[src/rtl/mine_placer_if.sv]
// Request/response bundle between the game controller and mine_placer.
// master drives the start request, slave returns status and the mine map.
interface mine_placer_if #(
    parameter int ROWS  = 5,
    parameter int COLS  = 5,
    parameter int CNT_W = 5
);
    localparam int CELLS = ROWS * COLS;
    localparam int IDX_W = $clog2(CELLS);

    logic              in_start;
    logic [15:0]       in_seed;
    logic [CNT_W-1:0]  in_mines_num;
    logic [IDX_W-1:0]  in_safe_idx;
    logic              out_busy;
    logic              out_done;
    logic              out_err;
    logic [CELLS-1:0]  out_mines;
    logic [CNT_W-1:0]  out_mine_count;

    modport master (
        output in_start, in_seed, in_mines_num, in_safe_idx,
        input  out_busy, out_done, out_err, out_mines, out_mine_count
    );

    modport slave (
        input  in_start, in_seed, in_mines_num, in_safe_idx,
        output out_busy, out_done, out_err, out_mines, out_mine_count
    );
endinterface

[src/rtl/mine_placer.sv]
// LFSR-driven mine placer, one draw per cycle; MINE_SAFE_ZONE_EN also excludes the safe cell's neighbours.
// Latency accept->done = draws+1 cycles; in_start is ignored while busy (no queueing).
module mine_placer #(
    parameter int ROWS      = 5,
    parameter int COLS      = 5,
    parameter int CNT_W     = 5,
    parameter int MAX_DRAWS = 1024
) (
    input  logic          in_clka,
    input  logic          in_rst_n,
    mine_placer_if.slave  bus
);
    localparam int CELLS  = ROWS * COLS;
    localparam int IDX_W  = $clog2(CELLS);
    localparam int DRAW_W = $clog2(MAX_DRAWS + 1);
`ifdef MINE_SAFE_ZONE_EN
    localparam int LIMIT  = CELLS - 9;
`else
    localparam int LIMIT  = CELLS - 1;
`endif
    localparam logic [15:0]       SEED_DFLT = 16'hACE1;
    localparam logic [DRAW_W-1:0] LAST_DRAW = DRAW_W'(MAX_DRAWS - 1);

    typedef enum logic [1:0] {S_IDLE, S_RUN, S_DONE, S_ERR} state_t;

    state_t             state_q, state_d;
    logic [15:0]        lfsr_q, lfsr_d;
    logic [CNT_W-1:0]   target_q, target_d;
    logic [CNT_W-1:0]   count_q, count_d;
    logic [IDX_W-1:0]   safe_q, safe_d;
    logic [CELLS-1:0]   mines_q, mines_d;
    logic [DRAW_W-1:0]  draws_q, draws_d;
    logic               err_run_q, err_run_d;

    logic [IDX_W-1:0]   cand;
    logic [CNT_W-1:0]   count_inc;
    logic               excluded;
    logic               cand_ok;
    logic               illegal;

    assign cand      = lfsr_q[IDX_W-1:0];
    assign count_inc = count_q + 1'b1;
    assign illegal   = (int'(bus.in_mines_num) > LIMIT) || (int'(bus.in_safe_idx) >= CELLS);

`ifdef MINE_SAFE_ZONE_EN
    // Row/column distance test keeps column-edge neighbours from wrapping rows.
    always_comb begin
        int dr;
        int dc;
        dr = int'(cand) / COLS - int'(safe_q) / COLS;
        dc = int'(cand) % COLS - int'(safe_q) % COLS;
        excluded = (dr >= -1) && (dr <= 1) && (dc >= -1) && (dc <= 1);
    end
`else
    assign excluded = (cand == safe_q);
`endif

    assign cand_ok = (int'(cand) < CELLS) && !mines_q[cand] && !excluded;

    always_comb begin
        state_d   = state_q;
        lfsr_d    = lfsr_q;
        target_d  = target_q;
        count_d   = count_q;
        safe_d    = safe_q;
        mines_d   = mines_q;
        draws_d   = draws_q;
        err_run_d = err_run_q;
        case (state_q)
            S_IDLE: begin
                if (bus.in_start) begin
                    lfsr_d    = (bus.in_seed == 16'h0000) ? SEED_DFLT : bus.in_seed;
                    target_d  = bus.in_mines_num;
                    safe_d    = bus.in_safe_idx;
                    mines_d   = '0;
                    count_d   = '0;
                    draws_d   = '0;
                    err_run_d = 1'b0;
                    if (illegal)
                        state_d = S_ERR;
                    else if (bus.in_mines_num == '0)
                        state_d = S_DONE;
                    else
                        state_d = S_RUN;
                end
            end
            S_RUN: begin
                lfsr_d  = {lfsr_q[14:0], lfsr_q[15] ^ lfsr_q[13] ^ lfsr_q[12] ^ lfsr_q[10]};
                draws_d = draws_q + 1'b1;
                if (cand_ok) begin
                    mines_d[cand] = 1'b1;
                    count_d       = count_inc;
                end
                // A completing draw wins over the watchdog on the same cycle.
                if (cand_ok && (count_inc == target_q)) begin
                    state_d = S_DONE;
                end else if (draws_q == LAST_DRAW) begin
                    state_d   = S_ERR;
                    err_run_d = 1'b1;
                end
            end
            S_DONE:  state_d = S_IDLE;
            S_ERR:   state_d = S_IDLE;
            default: state_d = S_IDLE;
        endcase
    end

    always_ff @(posedge in_clka or negedge in_rst_n) begin
        if (!in_rst_n) begin
            state_q   <= S_IDLE;
            lfsr_q    <= SEED_DFLT;
            target_q  <= '0;
            count_q   <= '0;
            safe_q    <= '0;
            mines_q   <= '0;
            draws_q   <= '0;
            err_run_q <= 1'b0;
        end else begin
            state_q   <= state_d;
            lfsr_q    <= lfsr_d;
            target_q  <= target_d;
            count_q   <= count_d;
            safe_q    <= safe_d;
            mines_q   <= mines_d;
            draws_q   <= draws_d;
            err_run_q <= err_run_d;
        end
    end

    assign bus.out_busy       = (state_q == S_RUN) || (state_q == S_DONE) ||
                                ((state_q == S_ERR) && err_run_q);
    assign bus.out_done       = (state_q == S_DONE);
    assign bus.out_err        = (state_q == S_ERR);
    assign bus.out_mines      = mines_q;
    assign bus.out_mine_count = count_q;
endmodule

[src/flat_wrapper.sv]
// flat-port wrapper written by rule: the top's interface ports become plain ports
module mine_placer_flat 
#(
    parameter int ROWS      = 5,
    parameter int COLS      = 5,
    parameter int CNT_W     = 5,
    parameter int MAX_DRAWS = 1024
)
  (in_clka, in_rst_n, bus_in_start, bus_in_seed, bus_in_mines_num, bus_in_safe_idx, bus_out_busy, bus_out_done, bus_out_err, bus_out_mines, bus_out_mine_count);
  mine_placer_if #(.ROWS(ROWS), .COLS(COLS), .CNT_W(CNT_W)) bus_i ();
  input  logic in_clka;
  input  logic in_rst_n;
  input wire logic [$bits(bus_i.in_start)-1:0] bus_in_start;
  input wire logic [$bits(bus_i.in_seed)-1:0] bus_in_seed;
  input wire logic [$bits(bus_i.in_mines_num)-1:0] bus_in_mines_num;
  input wire logic [$bits(bus_i.in_safe_idx)-1:0] bus_in_safe_idx;
  output wire logic [$bits(bus_i.out_busy)-1:0] bus_out_busy;
  output wire logic [$bits(bus_i.out_done)-1:0] bus_out_done;
  output wire logic [$bits(bus_i.out_err)-1:0] bus_out_err;
  output wire logic [$bits(bus_i.out_mines)-1:0] bus_out_mines;
  output wire logic [$bits(bus_i.out_mine_count)-1:0] bus_out_mine_count;
  assign bus_i.in_start = bus_in_start;
  assign bus_i.in_seed = bus_in_seed;
  assign bus_i.in_mines_num = bus_in_mines_num;
  assign bus_i.in_safe_idx = bus_in_safe_idx;
  assign bus_out_busy = bus_i.out_busy;
  assign bus_out_done = bus_i.out_done;
  assign bus_out_err = bus_i.out_err;
  assign bus_out_mines = bus_i.out_mines;
  assign bus_out_mine_count = bus_i.out_mine_count;
  mine_placer #(.ROWS(ROWS), .COLS(COLS), .CNT_W(CNT_W), .MAX_DRAWS(MAX_DRAWS)) u_core (.in_clka(in_clka), .in_rst_n(in_rst_n), .bus(bus_i));
endmodule
[config.mk]
export PLATFORM = sky130hd
export DESIGN_NAME = mine_placer_flat
export DESIGN_NICKNAME = d
export VERILOG_FILES = /design/src/rtl/mine_placer_if.sv /design/src/rtl/mine_placer.sv /design/src/flat_wrapper.sv
export SDC_FILE = /design/constraint.sdc
export NUM_CORES = 1
export LEC_CHECK = 0
export ABC_AREA = 0
export CORE_MARGIN = 3
export CORE_UTILIZATION = 45
export DETAILED_ROUTE_END_ITERATION = 7
export GPL_TIMING_DRIVEN = 0
export HOLD_SLACK_MARGIN = 0.12
export PLACE_DENSITY_LB_ADDON = 0.2
export SYNTH_ARGS = -nofsm -noshare
export SYNTH_HDL_FRONTEND = slang
export SYNTH_SLANG_ARGS = --single-unit
[constraint.sdc]
create_clock -name in_clka -period 2.3 [get_ports in_clka]
set_input_delay 0.46 -clock in_clka [delete_from_list [all_inputs] [get_ports in_clka]]
set_output_delay 0.46 -clock in_clka [all_outputs]
set_load 0.03 [all_outputs]
; ---- Yosys cells after proc, flatten, opt, wreduce, memory -nomap -nowiden
; Cells that the tools add are included.
[word_totals]
reg_bits = 70
output_inout_bits = 33
wordCells = 75
[classes]
n_addsub = 2
order_cmp = 5
n_eq_ne = 11
mux = 25
n_bitwise = 4
n_reduce_logical = 20
[ops]
columns = op, n
row1 = 25-bit two-way mux, 2
row2 = 25-bit one-hot mux with 2 select lines, 1
row3 = 16-bit two-way mux, 2
row4 = 16-bit one-hot mux with 2 select lines, 1
row5 = 25-bit OR, 1
row6 = 11-bit one-hot mux with 2 select lines, 1
row7 = 16-bit zero test, 1
row8 = "11-bit by 1-bit adder with 11-bit output, second input constant", 1
row9 = "11-bit by 10-bit == test with 1-bit output, second input constant", 1
row10 = 11-bit two-way mux, 1
row11 = 5-bit == test, 2
row12 = 2-bit two-way mux, 5
row13 = 5-bit two-way mux, 2
row14 = 5-bit one-hot mux with 2 select lines, 1
row15 = "5-bit by 6-bit less-than comparator with 1-bit output, second input constant", 1
row16 = 2-bit one-hot mux with 3 select lines, 1
row17 = 2-bit AND reduction, 3
row18 = "5-bit by 1-bit adder with 5-bit output, second input constant", 1
row19 = 1-bit binary-select mux with 5-bit select, 1
row20 = 1-bit demux with 5-bit select, 1
row21 = "5-bit by 1-bit greater-or-equal comparator with 1-bit output, second input constant", 1
row22 = "5-bit greater-or-equal comparator, second input constant", 1
row23 = "5-bit greater-than comparator, second input constant", 1
row24 = 1-bit logical AND, 5
row25 = other kinds (17), 29

; ---- Depth between registers and ports, before layout
; Gate-level depths: netlist of run 1.
[depth]
depth_word = 8
depth_mapped = 9

; ---- Worst setup path before layout of run 1
; No wires, ideal clock.
[synth_timing]
path_type = register to register
startpoint = register u_core.lfsr_q[0]
endpoint = register u_core.count_q[3] (netlist: u_core.bus.out_mine_count[3])
arrival_time_ns = 2.359
t_required_ns = 2.230
slack_ns = -0.129
stages_incl_launch_ff = 8
path_buffers = 1
cell_sequence = dfstp_2 -> buf_6 -> mux4_1 -> a2bb2oi_1 -> o211ai_1 -> or3_4 -> or4_1 -> nand3_1
[synth_via]
elab_chain_len = 7
word_cells_on_any_way = 10
cone_classes = 1 x order compare / 2 x eq/ne / 2 x mux / 5 x reduce/logical
[synth_rtl]
columns = item, line_no
row1 = from (decl), mine_placer.sv:27  ; logic [15:0] lfsr_q, lfsr_d;
row2 = from (signal assigned), mine_placer.sv:120  ; lfsr_q <= lfsr_d;
row3 = 1-bit binary-select mux with 5-bit select, mine_placer.sv:58  ; assign cand_ok = (int'(cand) < CELLS) && !mines_q[cand] && !excluded;
row4 = 1-bit two-way mux (not written as such), mine_placer.sv:58
row5 = 1-bit zero test, mine_placer.sv:58
row6 = 1-bit logical AND, mine_placer.sv:58
row7 = 1-bit logical AND *, mine_placer.sv:58
row8 = 2-bit by 1-bit inequality test with 1-bit output (no source line) *, n/a
row9 = 3-bit AND reduction (no source line) *, n/a
row10 = to (signal assigned), mine_placer.sv:122  ; count_q <= count_d;
row11 = to (decl), mine_placer.sv:29  ; logic [CNT_W-1:0] count_q, count_d;
; Every way passes the cells marked *; elsewhere a longest branch is shown, timed or not. The select of a mux whose other input is x is not followed.
; A chain may end at the register's enable or synchronous reset.

; ---- Worst setup path after layout of run 1
[layout_timing]
startpoint = register u_core.lfsr_q[0]
endpoint = register u_core.mines_q[6] (netlist: u_core.bus.out_mines[6])
[layout_via]
elab_chain_len = 7
word_cells_on_any_way = 18
cone_classes = 3 x order compare / 2 x eq/ne / 6 x mux / 1 x bitwise / 6 x reduce/logical
[layout_rtl]
columns = item, line_no
row1 = 5-bit by 6-bit less-than comparator with 1-bit output (not written as such) (tied with other cells), mine_placer.sv:91  ; mines_d[cand] = 1'b1;
row2 = 1-bit logical AND (not written as such) / 1-bit two-way mux (equally long branches), "mine_placer.sv:91, mine_placer.sv:58"
row3 = 1-bit two-way mux (not written as such) / 1-bit zero test (equally long branches), "mine_placer.sv:91, mine_placer.sv:58"
row4 = 1-bit demux with 5-bit select / 1-bit logical AND (equally long branches), n/a
row5 = 25-bit OR (no source line) / 1-bit logical AND (equally long branches), n/a
row6 = 25-bit two-way mux / 2-bit by 1-bit inequality test with 1-bit output (equally long branches), n/a
row7 = 25-bit one-hot mux with 2 select lines / 3-bit AND reduction (equally long branches), n/a
row8 = to (signal assigned), mine_placer.sv:124  ; mines_q <= mines_d;
row9 = to (decl), mine_placer.sv:31  ; logic [CELLS-1:0] mines_q, mines_d;
; Several ways; a longest one is shown, not always the timed one. The select of a mux whose other input is x is not followed.

==> results of run 1 <==
[metrics by stage]
stage | std cells | setup TNS, ps | utilization, % | power [mW] | hold slack [ps]
2_1_floorplan | 350 | -71.8 | - | 4.32 | 164
3_3_place_gp | 513 | -126140 | 56.5 | 5.31 | 464
3_5_place_dp | 513 | -21800 | 56.5 | 5.38 | 475
4_1_cts | 539 | -3280 | 62.2 | 6.98 | 261
5_1_grt | 541 | -6830 | 62.8 | 7.54 | 294
6_report | 541 | -4490 | 62.8 | 7.10 | 193
[cells in the final DEF, fill, tap and decap left out, types with 8 or more instances in the layout]
cell type / count
mux2_2: 11
xnor2_1: 12
clkdlybuf4s50_1: 59
a32o_1: 24
a21oi_1: 13
buf_6: 10
nand2_1: 28
clkbuf_8: 11
nor2_1: 33
nand3_1: 11
dfrtp_1: 62
o22ai_1: 9
dfstp_2: 8
[path summary, 6_finish.rpt]
kind | start | to | slack, ps
min in group in_clka | u_core.lfsr_q[8]$_DFFE_PN0P_ | u_core.lfsr_q[8]$_DFFE_PN0P_ | 480
min reg2reg | u_core.lfsr_q[8]$_DFFE_PN0P_ | u_core.lfsr_q[8]$_DFFE_PN0P_ | 480
min | in_rst_n | u_core.target_q[2]$_DFFE_PN0P_ | 190
max in group asynchronous | in_rst_n | u_core.draws_q[0]$_DFFE_PN0P_ | 1500
max reg2reg | u_core.lfsr_q[0]$_DFFE_PN1P_ | u_core.bus.out_mines[6]$_DFFE_PN0P_ | -190
max | u_core.lfsr_q[0]$_DFFE_PN1P_ | u_core.bus.out_mines[6]$_DFFE_PN0P_ | -190
[logic make-up after synthesis]
family                   count (synthesis)  share of synthesized area [%]
AO/OA/AOI/OAI                           91                           18.8
XOR/XNOR                                19                           4.50
adder cells (fa/ha/maj)                  6                           2.03
buffers and inverters                   26                           3.18
flip-flops                              70                           47.6
multiplexers                            23                           8.79
AND/OR/NAND/NOR                        115                           15.1
[where the power goes]
group,internal (mW),switching [mW],total [mW]
logic,1.68,2.12,3.80
registers,1.72,0.437,2.16
clock network,0.669,0.469,1.14
total,4.07,3.02,7.10
[layout make-up]
type | count | area (µm²)
plain buffers | 20 | 121
clock buffers | 11 | 151
clock inverters | 5 | 81.3
fillers | 649 | 2920
inverters | 5 | 20.0
multi-input cells | 254 | 1930
flip-flops and latches | 70 | 1760
well taps | 102 | 128
repair buffers | 74 | 734
[worst register-to-register path, delay by kind of cell, from the launching register on]
kind                   cells  cell delay [ps]
buffers and inverters      5              680
multiplexers               1              520
flip-flops                 1              540
AO/OA/AOI/OAI              4              680
[state kept, by name (all words and copies together) (netlist names)]
register and cells:
u_core.bus.out_mines 25, u_core.lfsr_q 16, u_core.draws_q 11, u_core.bus.out_mine_count 5
u_core.safe_q 5, u_core.target_q 5, u_core.state_q 2, u_core.err_run_q 1
[Yosys cell counts, types with 4 or more instances]
| cell | instances | area, µm² |
|---|---|---|
| a21oi_1 | 14 | 70.1 |
| a221oi_1 | 4 | 35.0 |
| a32o_1 | 24 | 240 |
| buf_2 | 4 | 20.0 |
| clkbuf_1 | 13 | 48.8 |
| dfrtp_1 | 62 | 1550 |
| dfstp_2 | 8 | 210 |
| ha_1 | 6 | 75.1 |
| inv_1 | 4 | 15.0 |
| mux2_2 | 11 | 124 |
| mux2i_1 | 7 | 70.1 |
| mux4_1 | 5 | 131 |
| nand2_1 | 29 | 109 |
| nand3_1 | 11 | 55.1 |
| nor2_1 | 34 | 128 |
| nor2b_1 | 6 | 37.5 |
| nor3_1 | 7 | 35.0 |
| nor3b_1 | 5 | 37.5 |
| nor4_1 | 6 | 37.5 |
| o211ai_1 | 5 | 37.5 |
| o21ai_0 | 10 | 50.1 |
| o22ai_1 | 9 | 56.3 |
| or3_1 | 5 | 31.3 |
| xnor2_1 | 12 | 105 |
| xor2_1 | 7 | 61.3 |
[timing repair]
action / 4_1_cts / 5_1_grt
setup buffers: 9 / 2
resized for setup: 43 / 11
gates cloned: 2 / 0
hold endpoints to repair: 0 / 0
setup endpoints to repair: 58 / 36
pin swaps: 9 / 4
hold buffers: 0 / 0
[per-layer routing]
metal  share of wire [%]  vias to the layer above
met2                  50                      103
met1                  45                     1580
met4                0.99                        0
met5                   0                        -
li1                    -                     1494
met3                 4.7                       11
==> flow_summary.yaml, run 1 <==
run_status:
  violations: "negative setup slack"
  outcome: "complete, but fails checks"
synth:
  synth_edf_count: 0
  ys_seq_elements: 70
  mappedNetlistArea_um2: 3700
  yosys_warnings: 0
  ys_async_sr_fraction_pct: 100
  synth_ff_type: "dfrtp_1"
  synth_fp_nets: 385
  syn-instance-count: 350
  syn_area_per_cell_um2: 10.6
  yosysSeqAreaShare_pct: 47.6
  ys_types: 55
critical_path:
  slowest_delay_ps: 540
  critPathCaptureType: "flip-flop"
  crit_top_cell: "buf_6"
  cp.arrival_ps: 2770
  worst_path_dominant_cell_family: "compound AO/OA/AOI/OAI gates"
  crit_path_start_kind: "flip-flop"
  worstPathRequired_ps: 2590
  critPathSlowestCell: "dfstp_2"
  crit_path_max_fanout: 6
  cp_num_buf_inv: 5
  crit_type: "flip-flop to flip-flop"
  rr_worst_depth: 10
  crit_cells: 10
  cp_cell_sequence: "buf_8, mux4_2, a2bb2oi_2, o211ai_1, buf_4, o31ai_4, buf_6, buf_6, buf_6, a32o_1"
run:
  cap_violations: 0
sta:
  fin_crit_sh_pct: 108
  hold_viol: 0
  setup_viol: 32
  max_freq_mhz: 402
  slew_headroom_pct: 41.5
  skew_ps: 10.9
  finalCriticalPeriod_ps: 2490
  rsz0062_at_grt: "yes"
  setup_slack_ps: -186
  slew_violations: 0
  tightest_slew_ps: 877
die:
  die_w_um: 96.7
  die-area_um2: 9350
  fp-row-count: 32
  core_um2: 7850
  die_y_um: 96.7
  io_pins: 62
  initial_utilization_pct: 47.2
final_layout:
  drive_above_1_share_pct: 19.8
  finalNetCount: 469
  final_area_um2: 4930
  insertedDiodeCount: 0
  synthToLayoutAreaGrowth_pct: 33.1
routing:
  via_per_inst: 5.89
  drtIter0Drc: 189
  route.vias.total: 3188
  wl_per_cell_um: 17.7
  drc: 0
  dr.pass1.iters: 4
  ant_nets: 0
  routed_wl_um: 9600
cts:
  htree_levels: 3
  numClockSinks: 70
  cts_max_path_buffers: 2
  clock_tree.root_cell: "clkbuf_8"
  cts_tree: "built"
  numCtsBuffers: 9
  clk_pin_slew_ps: 80
  clk_latency_ps: 350
grt:
  grt_antenna_before_repair: 0
  met1_usage_pct: 28.5
  grt_max_degree: 71
  top_usage_layer: "met2"
  use_met3_pct: 4.40
  grt_pass1_wl_um: 16000
  grtUsageMet2_pct: 34.4
  overflow: 0
  grt_pass1_vias: 3194
  track_usage_pct: 21.1
placement:
  dp_slack_ps: -640
  dpl_cell_area_um2: 4430
  gp_congestion: 0.867
  port_buffers: 61
  hpwl_um: 6630
min_path:
  min_path_type: "input port to asynchronous set/reset pin"
power:
  powerDensity_nw_per_um2: 1440
  ir_worst_vdd_mv: 0.634
  leakagePower_nw: 1.98
Note: power is estimated with default switching activity, not from simulation.
==> inputs of run 2 (changes only) <==
- CORE_UTILIZATION: 45 -> 40
- CTS_CLUSTER_DIAMETER: default -> 80
==> run 2 against run 1 <==
Effect of this change: the flow still finishes with violations (negative setup slack); critical path depth decreased by 3; count of clock-buffer cells in the layout down 2; wire length is 0.57% higher; combinational power is 4% lower; die area increased by 12%; sequential power barely moved; flip-flop and latch count unchanged; maximum frequency up 0.65%; clock power fell by 21%; non-clock buffer count shrank 2; first-iteration DRC count is 25% lower; largest power group unchanged; highest routed layer unchanged.
==> flow_summary.yaml, run 2 (same netlist as run 1, synthesis figures left out) <==
final_layout:
  largest_reg_flops: 25
  synthToLayoutAreaGrowth_pct: 30.7
  insertedDiodeCount: 0
  final_core_util_pct: 54.7
  finalNetCount: 467
  final_cell_mix: "dfrtp_1, clkdlybuf4s50_1, nor2_1"
  layout_commonest_cell: "dfrtp_1"
  drive_above_1_share_pct: 19.0
grt:
  grt_pass1_wl_um: 16200
  grt_antenna_before_repair: 0
  grt_pass1_vias: 3211
  grt_max_degree: 71
  overflow: 0
  track_usage_pct: 19.9
routing:
  wl_per_cell_um: 17.7
  via_per_inst: 5.83
  route.vias.total: 3177
  routed_wl_um: 9660
  dr.pass1.iters: 5
  ant_nets: 0
  drtIter0Drc: 142
  drc: 0
sta:
  skew_ps: 9.47
  slew_violations: 0
  setup_viol: 32
  fin_crit_sh_pct: 107
  slew_headroom_pct: 39.5
  finalCriticalPeriod_ps: 2470
  setup_slack_ps: -171
  tightest_slew_ps: 907
  rsz0062_at_grt: "yes"
  max_freq_mhz: 405
  hold_viol: 0
critical_path:
  crit_path_start_kind: "flip-flop"
  cp_num_buf_inv: 1
  crit_path_max_fanout: 6
  worstPathRequired_ps: 2590
  cp.arrival_ps: 2760
  crit_type: "flip-flop to flip-flop"
  worst_path_dominant_cell_family: "simple AND/OR/NAND/NOR gates"
  slowest_delay_ps: 540
  critPathCaptureType: "flip-flop"
  cp_cell_sequence: "buf_8, mux4_2, a2bb2oi_2, o211ai_1, or3_4, or4_1, nand3_1"
  critPathSlowestCell: "dfstp_2"
die:
  die_w_um: 102
  core_um2: 8850
  fp-row-count: 34
  die_y_um: 102
  initial_utilization_pct: 41.8
  io_pins: 62
  die-area_um2: 10400
min_path:
  min_path_type: "input port to asynchronous set/reset pin"
power:
  ir_worst_vdd_mv: 0.820
  leakagePower_nw: 1.93
  p_total_mw: 6.70
  powerDensity_nw_per_um2: 1390
placement:
  dp_slack_ps: -698
  gp_congestion: 0.806
  port_buffers: 61
  hpwl_um: 6740
cts:
  clk_pin_slew_ps: 80
  clk_latency_ps: 350
  htree_levels: 3
  numClockSinks: 70
  clock_tree.root_cell: "clkbuf_8"
  cts_max_path_buffers: 2
  cts_tree: "built"
  holdBufCountCts: 0
  numCtsBuffers: 9
run_status:
  outcome: "complete, but fails checks"
  violations: "negative setup slack"
run:
  cap_violations: 0
## run 2: changes by cell type in the layout (fill, tap and decap cells not counted), sizes merged
cell,delta
clkbuf,-1
clkinv,+1
clkinvlp,+2
buf,-3
bufinv,-2
inv,+1
## run 2: report_power, final
group	switching, mW	internal [mW]	leakage [nW]
Sequential	0.427	1.72	0.902
Combinational	2.07	1.59	0.947
Clock	0.504	0.392	0.0816
## run 2: layer usage
layer	global-route usage (%)	vias up	share of wire, %
met5	0	-	0
met1	27.2	1587	45
li1	-	1497	-
met3	4.78	9	4.7
met2	31.9	84	49
met4	5.25	0	0.93
## run 2: through the flow
step / std cells / cell area (µm²) / hold WS, ps / TNS (ps)
2_1_floorplan: 350 / 3700 / 164 / -71.8
3_3_place_gp: 519 / 4440 / 465 / -129830
3_5_place_dp: 519 / 4440 / 489 / -23110
4_1_cts: 543 / 4780 / 258 / -2040
5_1_grt: 545 / 4840 / 299 / -6580
6_report: 545 / 4840 / 219 / -3270
## run 2: worst paths after layout
check                      depth (start not counted)                                        to                          from  slack (ps)
setup / recovery                                   7  u_core.bus.out_mine_count[3]$_DFFE_PN0P_  u_core.lfsr_q[0]$_DFFE_PN1P_        -170
hold / removal                                     1            u_core.target_q[4]$_DFFE_PN0P_                      in_rst_n         220
setup reg to reg                                   7  u_core.bus.out_mine_count[3]$_DFFE_PN0P_  u_core.lfsr_q[0]$_DFFE_PN1P_        -170
hold reg to reg                                    2              u_core.lfsr_q[8]$_DFFE_PN0P_  u_core.lfsr_q[8]$_DFFE_PN0P_         500
max in group asynchronous                          1            u_core.target_q[1]$_DFFE_PN0P_                      in_rst_n        1470
min in group in_clka                               2              u_core.lfsr_q[8]$_DFFE_PN0P_  u_core.lfsr_q[8]$_DFFE_PN0P_         500
## run 2: what timing repair did
| item | 4_1_cts | 5_1_grt |
|---|---|---|
| endpoints found under the setup margin | 55 | 40 |
| gates resized for setup | 32 | 14 |
| cloned | 2 | 0 |
| buffers inserted | 7 | 2 |
| pin swaps | 6 | 4 |
## run 2: layout make-up
type                            count  area [µm²]
Buffer                             20         119
Clock buffer                        9         124
Tap cell                          108         135
Clock inverter                      7        50.0
Inverter                            5        20.0
Fill cell                         778        4010
Multi-Input combinational cell    254        1920
Timing Repair Buffer               72         708
Sequential cell                    70        1760
## run 2: worst register-to-register path: stages (launching register included)
cell and delay [ps]:
dfstp_2 540, buf_8 130, mux4_2 520, a2bb2oi_2 140, o211ai_1 140, or3_4 450
or4_1 410, nand3_1 80
==> RTL change (flow settings as in run 2) <==
`ROWS` is set to 5 in 3 places; all go to 10.
--- a/src/rtl/mine_placer_if.sv
+++ b/src/rtl/mine_placer_if.sv
@@ -1,7 +1,7 @@
 // Request/response bundle between the game controller and mine_placer.
 // master drives the start request, slave returns status and the mine map.
 interface mine_placer_if #(
-    parameter int ROWS  = 5,
+    parameter int ROWS  = 10,
     parameter int COLS  = 5,
     parameter int CNT_W = 5
 );
--- a/src/rtl/mine_placer.sv
+++ b/src/rtl/mine_placer.sv
@@ -1,7 +1,7 @@
 // LFSR-driven mine placer, one draw per cycle; MINE_SAFE_ZONE_EN also excludes the safe cell's neighbours.
 // Latency accept->done = draws+1 cycles; in_start is ignored while busy (no queueing).
 module mine_placer #(
-    parameter int ROWS      = 5,
+    parameter int ROWS      = 10,
     parameter int COLS      = 5,
     parameter int CNT_W     = 5,
     parameter int MAX_DRAWS = 1024
--- a/src/flat_wrapper.sv
+++ b/src/flat_wrapper.sv
@@ -1,7 +1,7 @@
 // flat-port wrapper written by rule: the top's interface ports become plain ports
 module mine_placer_flat 
 #(
-    parameter int ROWS      = 5,
+    parameter int ROWS      = 10,
     parameter int COLS      = 5,
     parameter int CNT_W     = 5,
     parameter int MAX_DRAWS = 1024
Interface: changed (resized bus_in_safe_idx and bus_out_mines); port bits go from 62 to 88. The function was not compared with the original's and may differ.
==> RTL change against run 2 <==
- sequential share of layout area is 0.51 points higher
- highest routed layer unchanged
- critical path type unchanged
- global-route usage up 2.0 points
- largest cell class unchanged
- sequential cell count rose by 26
- setup slack lost 0.36 ns
- cell area is 35% higher
- the flow still finishes with violations (setup timing)
- wire length grew 45%
- area after synthesis is 32% higher
- power up 26%
==> RTL change: results (changes against run 2) <==
[drt] wire length on met3 711 µm [was 455 µm]
[logic_synthesis] nets in the synthesized netlist 512 [was 385]
[finish] number of flip-flops under the largest register name 50 [was 25]
[logic_synthesis] complex-gate fraction of the synthesized area 14.9% [was 18.8%]
[logic_synthesis] register area share after synthesis 49.4% [was 47.6%]
[logic_synthesis] top cells by area in the synthesized netlist dfrtp_1 (45%), nand2_1 (5.4%), o21ai_0 (5.0%), dfstp_2 (4.3%), mux2i_1 (3.3%) [was dfrtp_1 (42%), a32o_1 (6.5%), dfstp_2 (5.7%), mux4_1 (3.5%), nor2_1 (3.4%)]
[drt] via count 4191 [was 3177]
[global_routing] vias in the first global route 4373 [was 3211]
[finish] count of clock buffers in the final design 10 [was 9]
[timing] final setup margin -0.527 ns [was -0.171 ns]
[global_routing] met1 track demand over resource 28.9% [was 27.2%]
[power] total leakage power 2.71 nW [was 1.93 nW]
[run_status] result of the run complete, but fails checks [unchanged]
[logic_synthesis] arithmetic-cell share of the synthesized area counting full adders, half adders and majority gates 1.54% [was 2.03%]
[logic_synthesis] per-instance average area after synthesis 10.3 µm² [was 10.6 µm²]
[global_routing] largest net degree at the start of global routing 50 [was 71]
[drt] number of vias per cell 5.75 [was 5.83]
[drt] mean routed wirelength per cell 19.2 µm [was 17.7 µm]
[global_routing] first-pass GRT wire length 22900 µm [was 16200 µm]
[power] Sequential Power 2.66 mW [was 2.15 mW]
[worst_setup_path] longest individual stage delay on the worst path 0.60 ns [was 0.54 ns]
[timing] number of failing setup endpoints in the final timing report 58 [was 32]
[placed_design] total placed cells including tap cells 707 [was 519]
[timing] Worst Clk Skew 0.00665 ns [was 0.00947 ns]
[logic_synthesis] mux contribution to synthesized area 9.96% [was 8.79%]
[logic_synthesis] most common library cells after synthesis dfrtp_1 (88), nand2_1 (70), o21ai_0 (49) [was dfrtp_1 (62), nor2_1 (34), nand2_1 (29)]
[finish] inverter count 13 [was 5]
[finish] signal buffers share of area 17.5% [was 17.1%]
[worst_setup_path] Worst path top cell family by delay multiplexers [was simple AND/OR/NAND/NOR gates]
[clock_network] CTS root buffer clkbuf_16 [was clkbuf_8]
[finish] clock network share of area 4.18% [was 3.60%]
[finish] total area of sequential cells 2410 µm² [was 1760 µm²]
[power] total internal power 4.76 mW [was 3.70 mW]
[run_status] violated checks setup timing [unchanged]
[placed_design] final HPWL from detailed placement 10000 µm [was 6740 µm]
[power] VDD IR-drop max 0.711 mV [was 0.820 mV]
[finish] area of the multi-input gates 2480 µm² [was 1920 µm²]
[drt] total routed wire length on the met1 layer 6090 µm [was 4360 µm]
[floorplan] well tap count 143 [was 108]
[drt] routed length on met2 6850 µm [was 4750 µm]
[global_routing] Global Route met2 Usage 35.5% [was 31.9%]
[logic_synthesis] Distinct cells, synth 56 [was 55]
[global_routing] met3 Use GR 4.87% [was 4.78%]
[finish] multi-input combinational cell count 339 [was 254]
[placed_design] gpl congestion 0.856 [was 0.806]
[power] combinational power 4.39 mW [was 3.66 mW]
-- RTL change: worst paths after layout --
path | startpoint | to | slack, ns | cells after the start
min in group in_clka | u_core.lfsr_q[9] | u_core.lfsr_q[9] | 0.50 | 2
max in group asynchronous | in_rst_n | u_core.bus.out_mines[15] | 1.51 | 2
max reg2reg | u_core.lfsr_q[0] | u_core.bus.out_mine_count[0] | -0.53 | 8
min | in_rst_n | u_core.draws_q[4] | 0.12 | 1
min reg2reg | u_core.lfsr_q[9] | u_core.lfsr_q[9] | 0.50 | 2
max | u_core.lfsr_q[0] | u_core.bus.out_mine_count[0] | -0.53 | 8
-- RTL change: per-stage QoR --
step / worst slack, ns / cell area [µm²]
after floorplan: -0.367 / 4910
after CTS: -0.508 / 6470
after detailed placement: -0.785 / 5990
final: -0.527 / 6530
after global placement: -2.76 / 5960
after global routing: -0.588 / 6530
-- RTL change: timing repair --
item,in CTS,in global routing
buffers inserted,8,1
gates resized for setup,41,19
setup endpoints to repair,81,80
pin swaps,9,3
